`src/rtl/rot_pkg.sv`:
```
// Shared constants and round-robin pick helper for the rotate arbiter.
package rot_pkg;

  localparam int unsigned ROT_W     = 32;
  localparam int unsigned AMT_W     = 5;
  localparam logic        DIR_RIGHT = 1'b1;
  localparam logic        DIR_LEFT  = 1'b0;
  localparam int unsigned MAX_REQ   = 4;

  // First asserted valid bit at or above ptr, wrapping within nreq requesters.
  function automatic logic [1:0] rr_pick(input logic [MAX_REQ-1:0] valid,
                                         input logic [1:0]         ptr,
                                         input int unsigned        nreq);
    logic [1:0]  g;
    logic        found;
    int unsigned idx;
    logic [1:0]  idx2;
    g     = '0;
    found = 1'b0;
    for (int unsigned i = 0; i < MAX_REQ; i++) begin
      idx  = (32'(ptr) + i) % nreq;
      idx2 = idx[1:0];
      if (!found && (i < nreq) && valid[idx2]) begin
        g     = idx2;
        found = 1'b1;
      end
    end
    return g;
  endfunction

endpackage

```
`src/rtl/rotate_arbiter_barrel.sv`:
```
// Combinational 32-bit circular rotator; left rotations are mapped onto right ones.
module barrelShift32
  import rot_pkg::*;
(
  input  logic [ROT_W-1:0] data_i,
  input  logic [AMT_W-1:0] amt_i,
  input  logic             dir_i,
  output logic [ROT_W-1:0] data_o
);

  logic [AMT_W-1:0]   rsh;
  logic [2*ROT_W-1:0] dbl;
  logic [2*ROT_W-1:0] shifted;

  // Left by k equals right by (32-k) mod 32.
  assign rsh     = (dir_i == DIR_RIGHT) ? amt_i : (AMT_W'(0) - amt_i);
  assign dbl     = {data_i, data_i};
  assign shifted = dbl >> rsh;
  assign data_o  = shifted[ROT_W-1:0];

endmodule

```
`src/rtl/rotate_arbiter.sv`:
```
// Round-robin arbiter sharing one rotator among NREQ requesters with a registered response.
module rotate_arbiter
  import rot_pkg::*;
#(
  parameter int unsigned NREQ = 2,
  parameter int unsigned IDW  = 1,
  parameter int unsigned CNTW = 16
) (
  input  logic                  clk,
  input  logic                  rst_n,
  input  logic [NREQ-1:0]       req_valid,
  output logic [NREQ-1:0]       req_ready,
  input  logic [NREQ*ROT_W-1:0] req_data,
  input  logic [NREQ*AMT_W-1:0] req_amt,
  input  logic [NREQ-1:0]       req_dir,
  output logic                  rsp_valid,
  input  logic                  rsp_ready,
  output logic [ROT_W-1:0]      rsp_data,
  output logic [IDW-1:0]        rsp_id,
  output logic [CNTW-1:0]       done_cnt
);

  logic [MAX_REQ-1:0] valid_pad;
  logic [1:0]         grant;
  logic               any_valid;
  logic               can_accept;
  logic               accept;
  logic [ROT_W-1:0]   mux_data;
  logic [AMT_W-1:0]   mux_amt;
  logic               mux_dir;
  logic [ROT_W-1:0]   rot_out;

  logic [1:0]         rr_ptr_q, rr_ptr_d;
  logic               rsp_valid_q, rsp_valid_d;
  logic [ROT_W-1:0]   rsp_data_q, rsp_data_d;
  logic [IDW-1:0]     rsp_id_q, rsp_id_d;
  logic [CNTW-1:0]    done_cnt_q, done_cnt_d;

  always_comb begin
    valid_pad             = '0;
    valid_pad[NREQ-1:0]   = req_valid;
  end

  assign any_valid  = |req_valid;
  assign grant      = rr_pick(valid_pad, rr_ptr_q, NREQ);
  assign can_accept = !rsp_valid_q || rsp_ready;
  assign accept     = can_accept && any_valid;

  always_comb begin
    mux_data  = '0;
    mux_amt   = '0;
    mux_dir   = DIR_LEFT;
    req_ready = '0;
    for (int unsigned i = 0; i < NREQ; i++) begin
      if (grant == 2'(i)) begin
        mux_data     = req_data[ROT_W*i +: ROT_W];
        mux_amt      = req_amt[AMT_W*i +: AMT_W];
        mux_dir      = req_dir[i];
        req_ready[i] = accept;
      end
    end
  end

  barrelShift32 u_rot (
    .data_i (mux_data),
    .amt_i  (mux_amt),
    .dir_i  (mux_dir),
    .data_o (rot_out)
  );

  always_comb begin
    rr_ptr_d    = rr_ptr_q;
    rsp_valid_d = rsp_valid_q;
    rsp_data_d  = rsp_data_q;
    rsp_id_d    = rsp_id_q;
    done_cnt_d  = done_cnt_q;
    if (accept) begin
      // A new result may replace one draining in the same cycle.
      rsp_valid_d = 1'b1;
      rsp_data_d  = rot_out;
      rsp_id_d    = IDW'(grant);
      rr_ptr_d    = (grant == 2'(NREQ - 1)) ? 2'd0 : grant + 2'd1;
      done_cnt_d  = done_cnt_q + CNTW'(1);
    end else if (rsp_valid_q && rsp_ready) begin
      rsp_valid_d = 1'b0;
    end
  end

  always_ff @(posedge clk or negedge rst_n) begin
    if (!rst_n) begin
      rr_ptr_q    <= '0;
      rsp_valid_q <= 1'b0;
      rsp_data_q  <= '0;
      rsp_id_q    <= '0;
      done_cnt_q  <= '0;
    end else begin
      rr_ptr_q    <= rr_ptr_d;
      rsp_valid_q <= rsp_valid_d;
      rsp_data_q  <= rsp_data_d;
      rsp_id_q    <= rsp_id_d;
      done_cnt_q  <= done_cnt_d;
    end
  end

  assign rsp_valid = rsp_valid_q;
  assign rsp_data  = rsp_data_q;
  assign rsp_id    = rsp_id_q;
  assign done_cnt  = done_cnt_q;

endmodule

```
`config.mk`:
```
export PLATFORM = sky130hd
export DESIGN_NAME = rotate_arbiter
export DESIGN_NICKNAME = d
export VERILOG_FILES = /design/src/rtl/rot_pkg.sv /design/src/rtl/rotate_arbiter_barrel.sv /design/src/rtl/rotate_arbiter.sv
export SDC_FILE = /design/constraint.sdc
export NUM_CORES = 1
export LEC_CHECK = 0
export ABC_AREA = 1
export BUFFER_PORTS_ARGS = -buffer_cell sky130_fd_sc_hd__buf_2
export CAP_MARGIN = 20
export CORE_MARGIN = 3
export CORE_UTILIZATION = 48
export CTS_CLUSTER_DIAMETER = 30
export DETAILED_ROUTE_END_ITERATION = 6
export PLACE_DENSITY = 0.87
export SLEW_MARGIN = 5
export SYNTH_ARGS = -nofsm -noshare
export SYNTH_HDL_FRONTEND = slang
export SYNTH_SLANG_ARGS = --single-unit
export TNS_END_PERCENT = 30
```
`constraint.sdc`:
```
create_clock -name clk -period 1.72 [get_ports clk]
set_input_delay 0.344 -clock clk [delete_from_list [all_inputs] [get_ports clk]]
set_output_delay 0.344 -clock clk [all_outputs]
set_load 0.02 [all_outputs]
```
==> impl_metrics.prom <==
# TYPE chip_impl_metric gauge
chip_impl_metric{name="placed_cell_area",unit="um2"} 5640
chip_impl_metric{name="synth-seq-area-share",unit="%"} 28.0
chip_impl_metric{name="drive_above_1_share",unit="%"} 42.1
chip_impl_metric{name="leakagePower",unit="nW"} 3.60
chip_impl_metric{name="clock_skew",unit="ps"} 6.11
chip_impl_metric{name="clock_path_buffers",unit=""} 2
chip_impl_metric{name="gp_congestion",unit=""} 1.05
chip_impl_info{name="timing.setup.critical_path_class",value="flop to flop"} 1
chip_impl_metric{name="routed_wl",unit="mm"} 17.5
chip_impl_metric{name="postSynthRegisterBits",unit=""} 51
chip_impl_metric{name="syn-cell-area",unit="um2"} 4570
chip_impl_info{name="post_synth_main_area_contributors",value="nand3_1 (33%), dfrtp_1 (28%), nand2_1 (23%)"} 1
chip_impl_metric{name="path_clk_slew",unit="ps"} 90
chip_impl_metric{name="ant_nets",unit=""} 0
chip_impl_metric{name="cts_inserted_buffers",unit=""} 5
chip_impl_metric{name="grt_usage",unit="%"} 28.1
chip_impl_metric{name="mapped_cells",unit=""} 752
chip_impl_metric{name="tritoncts_num_sinks",unit=""} 51
chip_impl_metric{name="sequentialPowerShare",unit="%"} 25.1
chip_impl_metric{name="synth_fp_nets",unit=""} 834
chip_impl_metric{name="finalSetupTns",unit="ps"} -12020
chip_impl_info{name="synth.most_common_cell",value="nand3_1"} 1
chip_impl_metric{name="final.period_utilization",unit="%"} 126
chip_impl_metric{name="hpwl",unit="mm"} 11.3
chip_impl_metric{name="dieWidth",unit="um"} 104
chip_impl_metric{name="floorplan.core_area",unit="um2"} 8980
chip_impl_metric{name="cp.required",unit="ps"} 1970
chip_impl_metric{name="internal_portion_of_total_power",unit="mW"} 3.66
chip_impl_metric{name="initial_antenna_violation_count",unit=""} 0
chip_impl_metric{name="start_util",unit="%"} 50.9
chip_impl_metric{name="setup_slack",unit="ps"} -443
chip_impl_metric{name="clk_latency",unit="ps"} 320
chip_impl_info{name="start_kind",value="flop"} 1
chip_impl_metric{name="worst-path-max-fanout",unit=""} 19
chip_impl_metric{name="vdd.ir_drop.worst",unit="mV"} 0.845
chip_impl_metric{name="worst_r2r_path_depth",unit=""} 14
chip_impl_metric{name="power_switching",unit="mW"} 3.61
chip_impl_metric{name="drv_slew",unit=""} 0
chip_impl_metric{name="ys_warn_count",unit=""} 0
chip_impl_metric{name="worst_slew_margin_relative_to_its_limit",unit="%"} 76.8
chip_impl_metric{name="pwr_density_cell",unit="nW/um2"} 1060
chip_impl_metric{name="num_vias",unit=""} 6162
chip_impl_metric{name="top_ports",unit=""} 133
chip_impl_metric{name="detail_route.first_pass.iterations",unit=""} 6
chip_impl_metric{name="ctsHtreeMaxLevel",unit=""} 2
chip_impl_metric{name="rows",unit=""} 34
chip_impl_metric{name="num-fill-cells",unit=""} 661
chip_impl_metric{name="routed_via_density",unit=""} 5.98
chip_impl_metric{name="timing.fmax",unit="MHz"} 462
chip_impl_metric{name="io_buffers",unit=""} 132
chip_impl_metric{name="worst_endpoint_data_arrival_time",unit="ps"} 2420
chip_impl_metric{name="max_cap_viol_count",unit=""} 0
chip_impl_info{name="ctsRootBufferMaster",value="clkbuf_8"} 1
chip_impl_info{name="synth_top_cells_by_count",value="nand3_1 (303), nand2_1 (279), dfrtp_1 (51)"} 1
chip_impl_info{name="synth-main-ff-cell",value="dfrtp_1"} 1
chip_impl_info{name="run_status",value="finished, violations left"} 1
chip_impl_metric{name="flow.area_growth_from_synthesis",unit="%"} 49.9
chip_impl_metric{name="synth_async_sr_flop_share",unit="%"} 100
chip_impl_metric{name="globalRoute.totalOverflow",unit=""} 0
chip_impl_metric{name="setup-violations-final",unit=""} 34
chip_impl_info{name="rsz0062_at_grt",value="true"} 1
chip_impl_metric{name="comb_power_share",unit="%"} 63.0
chip_impl_metric{name="layout.cell_area.non_filler",unit="um2"} 6850
chip_impl_metric{name="power.share.clock",unit="%"} 11.8
chip_impl_metric{name="pin_count_of_the_biggest_net_entering_global_routing",unit=""} 52
chip_impl_metric{name="first_pass_grt_wire_length",unit="mm"} 25.7
chip_impl_metric{name="number_of_nets_in_the_final_layout",unit=""} 985
chip_impl_metric{name="synth_top_area_share",unit="%"} 33.2
chip_impl_metric{name="route.detailed.drc",unit=""} 0
chip_impl_metric{name="drt_iter0_markers",unit=""} 678
chip_impl_metric{name="seq_area",unit="um2"} 1280
chip_impl_metric{name="design.die.area",unit="um2"} 10700
chip_impl_metric{name="yosysUniqueCellTypes",unit=""} 28
chip_impl_info{name="hold_class",value="input port to async pin"} 1
chip_impl_metric{name="multiInputGateArea",unit="um2"} 3870
chip_impl_metric{name="diodes",unit=""} 0
chip_impl_metric{name="finalHoldViolations",unit=""} 5
chip_impl_metric{name="die_height",unit="um"} 104
chip_impl_info{name="violations_in_the_final_reports",value="negative hold slack, negative setup slack"} 1
chip_impl_metric{name="synth_area_per_cell",unit="um2"} 6.07
chip_impl_info{name="synth_largest_area_cell",value="nand3_1"} 1
chip_impl_info{name="cts_tree",value="built"} 1
chip_impl_metric{name="synth-edff-count",unit=""} 0
chip_impl_metric{name="grt_pass1_vias",unit=""} 5547
chip_impl_metric{name="drt-wirelength-per-cell",unit="um"} 17.0
chip_impl_metric{name="power_switching_share",unit="%"} 49.6
chip_impl_info{name="timing.critical_path.to_type",value="flop"} 1
chip_impl_metric{name="hold_ws",unit="ps"} -6.69
chip_impl_metric{name="finalWorstPathRequiredPeriod",unit="ps"} 2160
chip_impl_metric{name="tightestPinTransition",unit="ps"} 348
==> state kept, by name (all words and copies together) (netlist names) <==
register	count
done_cnt	16
rr_ptr_q	1
rsp_data	32
rsp_id	1
rsp_valid	1
==> critical path: stages (launching register included) <==
cell,delay [ps]
dfrtp_1,370
inv_2,60
nand2_4,130
nand2_4,100
o21ai_4,220
buf_6,160
inv_6,60
o21ai_4,160
nand2_4,130
inv_4,110
buf_12,170
nand3_1,130
nand3_1,130
nand3_1,90
nand2_1,70
==> final timing paths <==
path	start	endpoint	slack [ps]
setup reg to reg	rr_ptr_q[0]	rsp_data[3]	-440
hold / removal	rst_n	rsp_data[18]	-7
max in group asynchronous	rst_n	rsp_data[13]	1480
setup / recovery	rr_ptr_q[0]	rsp_data[3]	-440
hold reg to reg	done_cnt[15]	done_cnt[15]	480
min in group clk	rsp_ready	rsp_valid	250
==> metal layers <==
metal / track usage, % / share of wire (%) / up-vias
li1: - / - / 2837
met1: 35.0 / 37 / 2827
met2: 48.3 / 49 / 402
met3: 5.47 / 9.3 / 96
met4: 10.6 / 4.7 / 0
met5: 0 / 0 / -
==> cell type report <==
type	count	area share [%]
clock buffers	5	1.01
multi-input cells	637	56.6
well taps	126	2.30
flip-flops and latches	51	18.6
repair buffers	191	19.7
clock inverters	3	0.676
inverters	17	1.08
==> kinds of logic after synthesis <==
kind of cell	synth area share, %
xor gates and xnor gates	3.59
buffers and inverters	6.41
AOI/OAI and AO/OA	1.45
DFF	28.0
and+or+nand+nor	60.1
adders and majority gates	0.274
muxes	0.247
==> what timing repair did <==
action,CTS,global route
pin swaps,11,15
setup endpoints to repair,39,41
hold buffers,0,0
hold endpoints to repair,0,0
cloned,3,3
buffers inserted,5,2
gates resized for setup,93,111
==> placed cells by master, fill, tap and decap left out, types with 2 or more instances in the layout <==
| cell | instances |
|---|---|
| xnor2_1 | 8 |
| nand2_4 | 9 |
| nand3_4 | 4 |
| inv_4 | 2 |
| nor2_4 | 6 |
| nand2_1 | 256 |
| clkbuf_16 | 2 |
| nand3_2 | 126 |
| nand2_2 | 18 |
| dfrtp_1 | 51 |
| buf_8 | 3 |
| o21ai_4 | 3 |
| buf_6 | 14 |
| buf_12 | 9 |
| nand2_8 | 3 |
| clkbuf_8 | 5 |
| nand3b_1 | 3 |
| xor2_1 | 7 |
| inv_2 | 3 |
| nand4_1 | 3 |
| inv_6 | 2 |
| o21ai_0 | 3 |
| nand3_1 | 177 |
| inv_1 | 11 |
| buf_2 | 130 |
| nor2_1 | 3 |
| buf_4 | 32 |
==> per-stage QoR <==
stage / power, mW / util (%) / hold WS, ps / std cells / setup WS [ps]
floorplan: 4.33 / - / 48.4 / 752 / -97.6
global placement: 5.45 / 62.9 / 346 / 1009 / -381
detailed placement: 5.50 / 62.9 / 342 / 1009 / -399
CTS: 6.69 / 69.8 / 18.7 / 1025 / -261
global route: 7.73 / 76.3 / 15.7 / 1030 / -538
finish: 7.27 / 76.3 / -6.69 / 1030 / -443
==> power by group through the flow <==
stage / sequential (mW) / combinational (mW) / clock (mW)
6_report: 1.83 / 4.58 / 0.861
3_5_place_dp: 1.82 / 3.68 / 0
5_1_grt: 1.88 / 4.93 / 0.914
2_1_floorplan: 2.26 / 2.07 / 0
3_3_place_gp: 1.81 / 3.63 / 0
4_1_cts: 1.81 / 4.01 / 0.861
Power figures use the tool's default switching activity.
